## src/rtl/pic_core_pkg.sv

```systemverilog
// Shared constants, STKSTAT bit positions and FSM state type for the
// return-stack sequencer of the single-cycle core.
package pic_core_pkg;

    localparam int              AW         = 11;
    localparam int              DEPTH      = 16;
    localparam int              DW         = $clog2(DEPTH) + 1;
    localparam logic [AW-1:0]   INT_VECTOR = 11'h004;
    localparam int              RST_PULSE  = 4;
    localparam int              CW         = $clog2(RST_PULSE);

    localparam int              STKOVF_BIT = 7;
    localparam int              STKUNF_BIT = 6;

    typedef enum logic [1:0] {
        ST_IDLE,
        ST_INT_PUSH,
        ST_INT_VEC,
        ST_FAULT
    } state_e;

endpackage

```

## src/rtl/stack_ctrl.sv

```systemverilog
// Return-stack sequencer: turns call/return/interrupt requests into push/pop
// strobes, tracks occupancy, raises sticky overflow/underflow flags and faults.
module stack_ctrl
    import pic_core_pkg::*;
(
    input  logic          clk,
    input  logic          rst,
    input  logic          call_req,
    input  logic          ret_req,
    input  logic          int_req,
    input  logic [AW-1:0] pc_ret,
    input  logic          stvren,
    input  logic [AW-1:0] stack_out,
    output logic          push,
    output logic          pop,
    output logic [AW-1:0] stack_in,
    output logic [AW-1:0] ret_addr,
    output logic          vec_load,
    output logic [AW-1:0] vec_addr,
    output logic          stall,
    output logic          reset_req,
    input  logic          sfr_we,
    input  logic [7:0]    sfr_wdata,
    output logic [7:0]    sfr_rdata
);

    state_e         r_state;
    logic [DW-1:0]  r_depth;
    logic [CW-1:0]  r_cnt;
    logic           r_ovf;
    logic           r_unf;

    logic w_idle, w_call, w_ret, w_full, w_empty;
    logic w_push, w_pop, w_ovf_set, w_unf_set, w_fault;
    logic w_ovf_clr, w_unf_clr;
    logic w_unused_wdata;

    // Request priority in IDLE: interrupt, then call, then return.
    assign w_idle    = (r_state == ST_IDLE);
    assign w_call    = w_idle & ~int_req & call_req;
    assign w_ret     = w_idle & ~int_req & ~call_req & ret_req;
    assign w_full    = (r_depth == DW'(DEPTH));
    assign w_empty   = (r_depth == '0);

    // Overflowing pushes still reach Stack, which wraps onto its oldest entry.
    assign w_push    = w_call | (r_state == ST_INT_PUSH);
    assign w_pop     = w_ret & ~w_empty;
    assign w_ovf_set = w_push & w_full;
    assign w_unf_set = w_ret & w_empty;
    assign w_fault   = (w_ovf_set | w_unf_set) & stvren;

    assign w_ovf_clr = sfr_we & ~sfr_wdata[STKOVF_BIT];
    assign w_unf_clr = sfr_we & ~sfr_wdata[STKUNF_BIT];
    assign w_unused_wdata = &{1'b0, sfr_wdata[5:0]};

    assign push      = w_push;
    assign pop       = w_pop;
    assign stack_in  = pc_ret;
    assign ret_addr  = w_unf_set ? '0 : stack_out;
    assign vec_load  = (r_state == ST_INT_VEC);
    assign vec_addr  = INT_VECTOR;
    assign stall     = ~w_idle;
    assign reset_req = (r_state == ST_FAULT);
    assign sfr_rdata = {r_ovf, r_unf, 1'b0, r_depth};

    // NOTE: sequential state uses non-blocking assignments so every register
    // samples pre-edge values regardless of statement order.
    always_ff @(posedge clk or posedge rst) begin
        if (rst) begin
            r_state <= ST_IDLE;
            r_cnt   <= '0;
        end else if (w_fault) begin
            r_state <= ST_FAULT;
            r_cnt   <= CW'(RST_PULSE - 1);
        end else begin
            case (r_state)
                ST_IDLE:     if (int_req) r_state <= ST_INT_PUSH;
                ST_INT_PUSH: r_state <= ST_INT_VEC;
                ST_INT_VEC:  r_state <= ST_IDLE;
                ST_FAULT: begin
                    if (r_cnt == '0) r_state <= ST_IDLE;
                    else             r_cnt   <= r_cnt - 1'b1;
                end
                default:     r_state <= ST_IDLE;
            endcase
        end
    end

    always_ff @(posedge clk or posedge rst) begin
        if (rst) begin
            r_depth <= '0;
        end else if (w_push && !w_full) begin
            r_depth <= r_depth + 1'b1;
        end else if (w_pop) begin
            r_depth <= r_depth - 1'b1;
        end
    end

    // A flag set in the same cycle as a software clear wins.
    always_ff @(posedge clk or posedge rst) begin
        if (rst) begin
            r_ovf <= 1'b0;
            r_unf <= 1'b0;
        end else begin
            r_ovf <= w_ovf_set | (r_ovf & ~w_ovf_clr);
            r_unf <= w_unf_set | (r_unf & ~w_unf_clr);
        end
    end

endmodule

```

## config.mk

```make
export PLATFORM = sky130hd
export DESIGN_NAME = stack_ctrl
export DESIGN_NICKNAME = d
export VERILOG_FILES = /design/src/rtl/pic_core_pkg.sv /design/src/rtl/stack_ctrl.sv
export SDC_FILE = /design/constraint.sdc
export NUM_CORES = 1
export LEC_CHECK = 0
export ABC_CLOCK_PERIOD_IN_PS = 2700
export CORE_MARGIN = 2
export CORE_UTILIZATION = 33
export DETAILED_ROUTE_END_ITERATION = 12
export PLACE_DENSITY = 0.77
export RECOVER_POWER = 25
export SYNTH_ARGS = -nofsm -noshare
export SYNTH_HDL_FRONTEND = slang
export SYNTH_SLANG_ARGS = --single-unit
```

## constraint.sdc

```tcl
create_clock -name clk -period 2.7 [get_ports clk]
set_clock_uncertainty 0.05 [all_clocks]
set_input_delay 0.54 -clock clk [delete_from_list [all_inputs] [get_ports clk]]
set_output_delay 0.54 -clock clk [all_outputs]
set_load 0.01 [all_outputs]
```

* Yosys cells after proc, flatten, opt, wreduce, memory -nomap -nowiden
Index checks and enable logic that the tools add are counted.
Storage, ports and cells: bits of input ports 37, bits in read-only memories 0, memories kept 0, memory bits (writable) 0, register bits 11, word-level logic and storage cells 58, latch bits 0
Cells by class: divide/modulo/power cells 0, shifts and indexed selects 0, equal/unequal tests 7, reduce and logical (&&, ||, !) cells 9, multiply operators 0, bitwise operators 24, muxes and demuxes 10, magnitude comparators 0, add/sub/neg operators 3
Operators by type and width (count):
- 1-bit AND | 12
- 2-bit 2-to-1 mux | 6
- 11-bit 2-to-1 mux | 1
- 5-bit 2-to-1 mux | 2
- 1-bit inverter | 8
- 2-bit one-hot mux with 4 select lines | 1
- 5-bit by 1-bit adder with 5-bit output (second input constant) | 1
- 5-bit equality test (second input constant) | 1
- 5-bit zero test | 1
- 5-bit by 1-bit subtractor with 5-bit output (second input constant) | 1
- 2-bit equality test (second input constant) | 2
- 2-bit zero test | 2
- 1-bit bitwise OR | 4
- 2-bit AND reduction | 2
- 2-bit nonzero test | 2
- 3-bit by 1-bit != test with 1-bit output (second input constant) | 1
- 3-bit by 2-bit != test with 1-bit output (second input constant) | 1
- 2-bit by 1-bit equality test with 1-bit output (second input constant) | 1
- 2-bit != test (second input constant) | 1
- 2-bit by 1-bit subtractor with 2-bit output (second input constant) | 1
- 1-bit logical AND | 1
- 1-bit zero test | 1

* Depth between registers and ports, before layout
Gate-level depths: netlist of run 1.
depth in word-level cells 9, depth in mapped cells 9

* Worst setup path before layout of run 1
Ideal clock, no wire load.
kind register to register, start point reg r_depth[0], end point reg r_depth[4], buffers on the path 0, setup slack 333 ps, arrival time 2166 ps, cell stages (with the launch flop) 9, period minus slack after synthesis 2367 ps, cell sequence dfrtp_1 -> nor4_1 -> nand2_1 -> nand2_1 -> ha_1 -> a21oi_1 -> a221oi_1 -> a311oi_1 -> a311oi_1
Between the ends: word-level cells in the longest chain between the ends 4, elaborated cells on any way between the ends 11, classes of those cells add/sub (2); eq/ne (1); mux (2); bitwise (2); reduce/logical (4)
Ends and longest elaborated chain:
- from (decl) | line stack_ctrl.sv:28 | logic [DW-1:0] r_depth;
- from (signal assigned) | line stack_ctrl.sv:93 | r_depth <= r_depth + 1'b1;
- from (signal assigned) | line stack_ctrl.sv:95 | r_depth <= r_depth - 1'b1;
- parallel branches: the longest is 4 deep, another holds 5-bit by 1-bit subtractor with 5-bit output
Parallel ways; which one is timed is not known. The select of a mux whose other input is x is not followed. A chain may end at the register's enable or synchronous reset.

* Worst setup path after layout of run 1
start point in int_req, end point out push
Between the ends: word-level cells in the longest chain between the ends 4
Ends and longest elaborated chain:
- from (decl) | line stack_ctrl.sv:10 | input logic int_req,
- 1-bit inverter | line stack_ctrl.sv:40 | assign w_call = w_idle & ~int_req & call_req;
- 1-bit AND (2 in series) | line stack_ctrl.sv:40
- 1-bit bitwise OR | line stack_ctrl.sv:46 | assign w_push = w_call | (r_state == ST_INT_PUSH);
- to (decl) | line stack_ctrl.sv:14 | output logic push,
Every way passes these cells.

==> results of run 1 <==
==> sequential cells by signal, summed over array words and instances, names as in the netlist <==
register and flops:
r_depth 5, r_unf 1, r_cnt 2, r_state 2, r_ovf 1
==> cell usage after synthesis <==
master     n
a21oi_1    3
nor4_1     1
buf_4     26
o21bai_1   1
nor3_1     2
o211ai_1   3
clkbuf_1   1
a211oi_2   1
o32ai_1    1
nor4_4     1
o211ai_2   1
conb_1     2
fa_1       1
buf_6      1
or4b_4     1
inv_1      8
dfrtp_1   11
a221oi_1   1
o21ai_1    1
or2_1      1
a311oi_1   2
or3_1      1
mux2_1     1
a21o_1     2
nand3_1    1
or4_1      1
inv_2      1
o21ai_0    3
and2_1     2
and3_1     1
xnor2_1    3
nor2_1     1
nor2_2     1
a22o_1     1
a211oi_1   2
nand2b_1   3
a211o_1    1
nor2b_1   12
mux2i_1    1
ha_1       4
nand2_1    8
==> timing repair <==
item                       4_1_cts  5_1_grt
setup endpoints to repair       12       13
pin swaps                        2        1
buffers inserted                 5        0
resized for setup               46        2
cloned                           1        0
==> cells in the final DEF, fill, tap and decap left out, types with 2 or more instances in the layout <==
cell and n:
a211oi_1 2, clkbuf_4 3, nand2_1 8, clkdlybuf4s15_1 4, nor2b_1 12, buf_6 3
ha_1 4, a311oi_1 2, o211ai_1 3, xnor2_1 3, and2_1 2, clkdlybuf4s50_1 27
nor3_1 2, a21oi_1 3, a21o_1 2, dlygate4sd2_1 2, buf_4 20, nand2b_1 3
buf_2 8, o21ai_0 3, conb_1 12, dfrtp_1 11, inv_1 8
==> worst max-delay path, stage by stage <==
cell and delay, ns:
clkdlybuf4s50_1 0.42, nand2b_1 0.17, a21o_1 0.20, inv_2 0.05
buf_4 0.11, clkdlybuf4s50_1 0.53
==> per-stage QoR <==
stage	util, %	setup TNS (ns)	instance area [µm²]
2_1_floorplan	-	0	1080
3_3_place_gp	48.8	-4.69	1480
3_5_place_dp	48.8	-4.76	1480
4_1_cts	50.1	0	1520
5_1_grt	50.4	0	1530
6_report	50.4	0	1530
==> power by group through the flow <==
stage / logic (µW) / clock network [µW] / registers [µW]
after floorplan: 597 / 0 / 323
after global placement: 966 / 0 / 314
after detailed placement: 1000 / 0 / 319
after CTS: 1000 / 112 / 318
after global routing: 1110 / 121 / 336
final: 997 / 108 / 321
==> per-layer routing <==
layer  routed length (µm)  part of all wire [%]  track usage [%]
met1                 1010                    40             18.0
met2                 1300                    52             23.4
met3                  112                   4.4             1.52
met4                   96                   3.8             9.21
met5                    0                     0                0
==> cells by family after synthesis <==
group	Yosys count
simple gates	37
buf+inv	37
compound gates	23
flops	11
fa+ha+maj	5
xor+xnor	3
other cells	2
mux	2
==> path summary, 6_finish.rpt <==
kind	start	to	slack [ns]	depth (start not counted)
worst max-delay path	int_req	push	0.09	6
worst min-delay path	r_unf$_DFF_PP0_	r_unf$_DFF_PP0_	0.46	2
worst max register to register	r_depth[0]$_DFFE_PP0P_	r_depth[4]$_DFFE_PP0P_	0.27	9
worst min register to register	r_unf$_DFF_PP0_	r_unf$_DFF_PP0_	0.46	2
max in group asynchronous	rst	r_depth[0]$_DFFE_PP0P_	1.67	2
min in group asynchronous	rst	r_cnt[1]$_DFFE_PP0P_	0.65	2
==> area by class of cell <==
| type | instances | area (µm²) |
|---|---|---|
| Sequential cell | 11 | 275 |
| Inverter | 9 | 33.8 |
| Multi-Input combinational cell | 82 | 574 |
| Fill cell | 286 | 1500 |
| Timing Repair Buffer | 65 | 562 |
| Clock buffer | 4 | 26.3 |
| Tap cell | 44 | 55.1 |
==> run metrics, run 1 <==
Crit Path Max Fanout 4; Post-Syn Area 0.00105 mm²; CTS tree done; Vias/cell 4.35; GRT overflow 0; status complete, no violations; Worst EP arrival 2.02 ns; Die Y 60.3 µm; Compound-Gate Fraction of Synth Area 16.5%; Bufs on Longest Clock Path 2; Crit Path Class in2out; Synth top area share 26.3%; worst setup margin about 0.086 ns; hold slack 0.462 ns; synth unique cells 41; max-cap viol count 0; pwr dens 934 mW/mm²; Routed WL per cell 11.7 µm; RSZ-0062 raised after global routing false; vias in the first global route 913; Post-Synth Adder-Cell Area 6.70%; Syn Inst Count 120; via count 936; first-iteration detailed-routing DRC count 8; DP Cell Count between 200 and 250; Synth Register Bits 11; Tcrit/Tclk final 96.8%; Avg Inst Size Synth 8.72 µm²; Leak about 0.00072 µW; net switching power 583 µW; fin cells 215; simple-gate share of the synthesized area 21.9%; initial antenna violation count 0; WL final 2.52 mm; Post-DRT Antenna Nets 0; Final setup violation count 0; DRT Pass-1 Iters 4; chip width 60.3 µm; Synth Area in XOR/XNOR 2.51%; gr usage total roughly 14%; peak supply drop 0.420 mV; first-pass GRT wire length about 3.9 mm; nets roughly 210; combinational share of power 69.9%; Final Total Pwr between 1000 and 1500 µW; Hold Path Class reg2reg; Final Hold Fails 0; synth top area cells dfrtp_1, buf_4, nor2b_1; clk sinks 11; register area share after synthesis 26.3%; hold buffers post-CTS 0; sw frac 40.9%; warnings from Yosys 0; Clk pwr share 7.6%; Antenna diodes 0; share of power burned in registers 22.5%; worst skew pair latency 0.26 ns; CTS root buf clkbuf_4; layout cells sized above 1 24.6%; Initial Util 34.5%; Final HPWL DP ~2 mm; Crit. End Element primary output; largest net degree at the start of global routing 12; max-slew violations 0; Inserted Clock Buffers 3; H-Tree Depth 1; CTS clk-pin slew, worst paths approximately 0.060 ns; DR DRC count 0; die area 0.00364 mm²; CP Data Required Time approximately 2.1 ns; Place WS -0.404 ns; std cell rows 20; main combinational cell family by area after synthesis buffers and inverters; port bufs 42; Max Clk Rate ~380 MHz; cell taking the most area after synthesis dfrtp_1; startpoint types primary input; Area Growth Syn to Fin 45.9%; P_int 843 µW; GP Congestion 0.709; min Tclk post-route 2.61 ns; Ports 83; Core Area 0.00303 mm²; mux share of post-synthesis cell area 2.03%
(Power assumes the default switching activity.)
==> run 2: changes to the inputs <==
- CAP_MARGIN: not set -> 20
- REMOVE_ABC_BUFFERS: not set -> 1
==> run 2 against run 1 <==
- via count up 11%
- routed wire length up 15%
- critical path depth up 1
- first-iteration DRC count rose to 2.8 times the previous value
- non-clock buffer count up 2
- worst setup slack worse by 0.015 ns
- maximum frequency down 0.55%
- clock power up 12%
- utilization about the same
- count of clock-buffer cells in the layout unchanged
- highest routed layer unchanged
==> run metrics, run 2 (same netlist as run 1, synthesis figures left out) <==
layout cells sized above 1 24.9% (+0.29 points); Placed Area 0.00147 mm² (-0.51%); Multi-input gate area 568 µm² (-1.1%); hold path cells 2 (unchanged); Hold Path End r_unf$_DFF_PP0_; CTS clk-pin slew, worst paths 0.07 ns (about the same); flip-flop and latch area 275 µm² (unchanged); GRT overflow 0 (unchanged); status complete, no violations; Routed WL per cell 13.4 µm (+14%); Ports 83 (unchanged); Hold Path Class reg2reg; Initial Util 34.5% (unchanged); chip width 60.3 µm (unchanged); via count 1041 (+11%); critical path's most frequent cell buf_4; most frequent cells in the layout clkdlybuf4s50_1, buf_4, nor2b_1, conb_1, dfrtp_1; cell at the slowest stage of the critical path or4b_4; CP Cell Sequence dlygate4sd2_1 > or4b_4 > nor4_4 > buf_4 > buf_4 > nor2b_1 > clkbuf_2; Die Y 60.3 µm (unchanged); final core utilization 50.4% (about the same); first-iteration detailed-routing DRC count 22 (+14); vias in the first global route 1100 (+20%); setup TNS 0 ns (unchanged); most flop-heavy register r_depth; Crit Path Max Fanout 4 (unchanged); Crit. End Element primary output; FF-to-FF path depth 9 (unchanged); initial antenna violation count 0 (unchanged); Worst EP arrival 2.04 ns (+0.02 ns); launch point of the worst hold path r_unf$_DFF_PP0_; Crit Path Class in2out; max-cap viol count 0 (unchanged); Inserted Clock Buffers 3 (unchanged); Leak 0.000734 µW (+1.6%); Top Registers r_depth: 5 flops, r_cnt: 2 flops, r_state: 2 flops; Area Growth Syn to Fin 45.8% (about the same); die area 0.00364 mm² (unchanged); Place WS -0.398 ns (+0.00624 ns); std cell rows 20 (unchanged); CTS root buf clkbuf_4; hold buffers post-CTS 0 (unchanged); nets 216 (+0.93%); reg2reg end r_depth[4]$_DFFE_PP0P_; CP Data Required Time 2.11 ns (about the same); H-Tree Depth 1 (unchanged); first-pass GRT wire length 4.85 mm (+25%); DRT Pass-1 Iters 4 (unchanged); number of fill cells 290 (+1.4%); worst setup margin 0.0714 ns (-0.0146 ns); min Tclk post-route 2.63 ns (+0.0146 ns); FF-to-FF Start r_depth[0]$_DFFE_PP0P_; commonest non-fill, non-tap cell in the layout clkdlybuf4s50_1; Vias/cell 4.80 (+10%); Post-DRT Antenna Nets 0 (unchanged); port bufs 42 (unchanged); Bufs on Longest Clock Path 2 (unchanged); WL final 2.90 mm (+15%); clk sinks 11 (unchanged); Worst path max stage delay 0.51 ns (-0.02 ns); RSZ-0062 raised after global routing true; Max Clk Rate 380 MHz (-0.55%); largest net degree at the start of global routing 12 (unchanged); pwr dens 944 mW/mm² (+1.1%); startpoint types primary input; max reg flops 5 (unchanged); r2r setup slk 0.32 ns (+0.05 ns); Core Area 0.00303 mm² (unchanged); Final Hold Fails 0 (unchanged); worst skew pair latency 0.28 ns (+0.02 ns); Final setup violation count 0 (unchanged); Antenna diodes 0 (unchanged); CTS tree done; family with the most delay on the worst path simple AND/OR/NAND/NOR gates; GP Congestion 0.846 (+19%); DR DRC count 0 (unchanged); Tcrit/Tclk final 97.4% (+0.54 points); max-slew violations 0 (unchanged); peak supply drop 0.367 mV (-13%); Worst Path Buf+Inv 4 (unchanged); Layout Cell Area excl Fill 0.00153 mm² (about the same); gr usage total 18.1% (+3.8 points); Final HPWL DP 2.25 mm (+11%)
run 2: cell types whose count changed in the layout (fill, tap and decap cells not counted), moves of 2 or more:
cell	delta
buf_6	-2
buf_2	-6
buf_4	+4
clkbuf_2	+6
dlygate4sd2_1	+2
run 2: repair_timing:
item | 4_1_cts | 5_1_grt
endpoints found under the setup margin | 13 | 8
buffers inserted | 8 | 0
resized for setup | 28 | 11
endpoints found under the hold margin | 0 | 0
pin swaps | 2 | 2
gates cloned | 1 | 0
run 2: worst max-delay path by stage:
stage,endpoint,depth (start not counted),slack [ns],from
after floorplan,r_depth[4]$_DFFE_PP0P_,8,0.33,r_depth[0]$_DFFE_PP0P_
after CTS,ret_addr[4],7,0.0002,call_req
after global placement,ret_addr[6],6,-0.37,ret_req
after global routing,ret_addr[5],7,-0.005,call_req
final,ret_addr[5],7,0.07,call_req
after detailed placement,ret_addr[7],6,-0.40,ret_req
run 2: worst register-to-register path, stage by stage, from the launching register on:
cell      delay (ns)
dfrtp_1         0.39
buf_4           0.16
nor4_1          0.33
nand2_1         0.18
nand2_1         0.21
ha_1            0.29
a21oi_1         0.20
a221oi_1        0.12
a311oi_1        0.26
a311oi_1        0.07
run 2: layout make-up:
type	instances	area share, %
multi-input combinational	82	37.2
tap	44	3.61
timing repair buffer	67	37.2
inverter	9	2.21
sequential	11	18.0
clock buffer	4	1.72
run 2: per-layer routing:
metal	track usage (%)	up-vias	share of wire (%)
met2	32.0	83	51
met3	9.52	5	13
li1	-	476	-
met4	6.67	0	1.5
met1	17.5	477	35
met5	5.71	-	0
run 2: stage by stage:
stage	instances	hold WS (ns)	power (µW)
after floorplan	102	0.342	865
after detailed placement	204	0.468	1310
after global placement	204	0.444	1270
after CTS	217	0.485	1440
after global routing	217	0.542	1580
final	217	0.472	1440
run 2: power breakdown:
group	internal [µW]	switching, µW
registers	242	72.0
clock network	57.5	63.8
logic	538	467
total	837	603
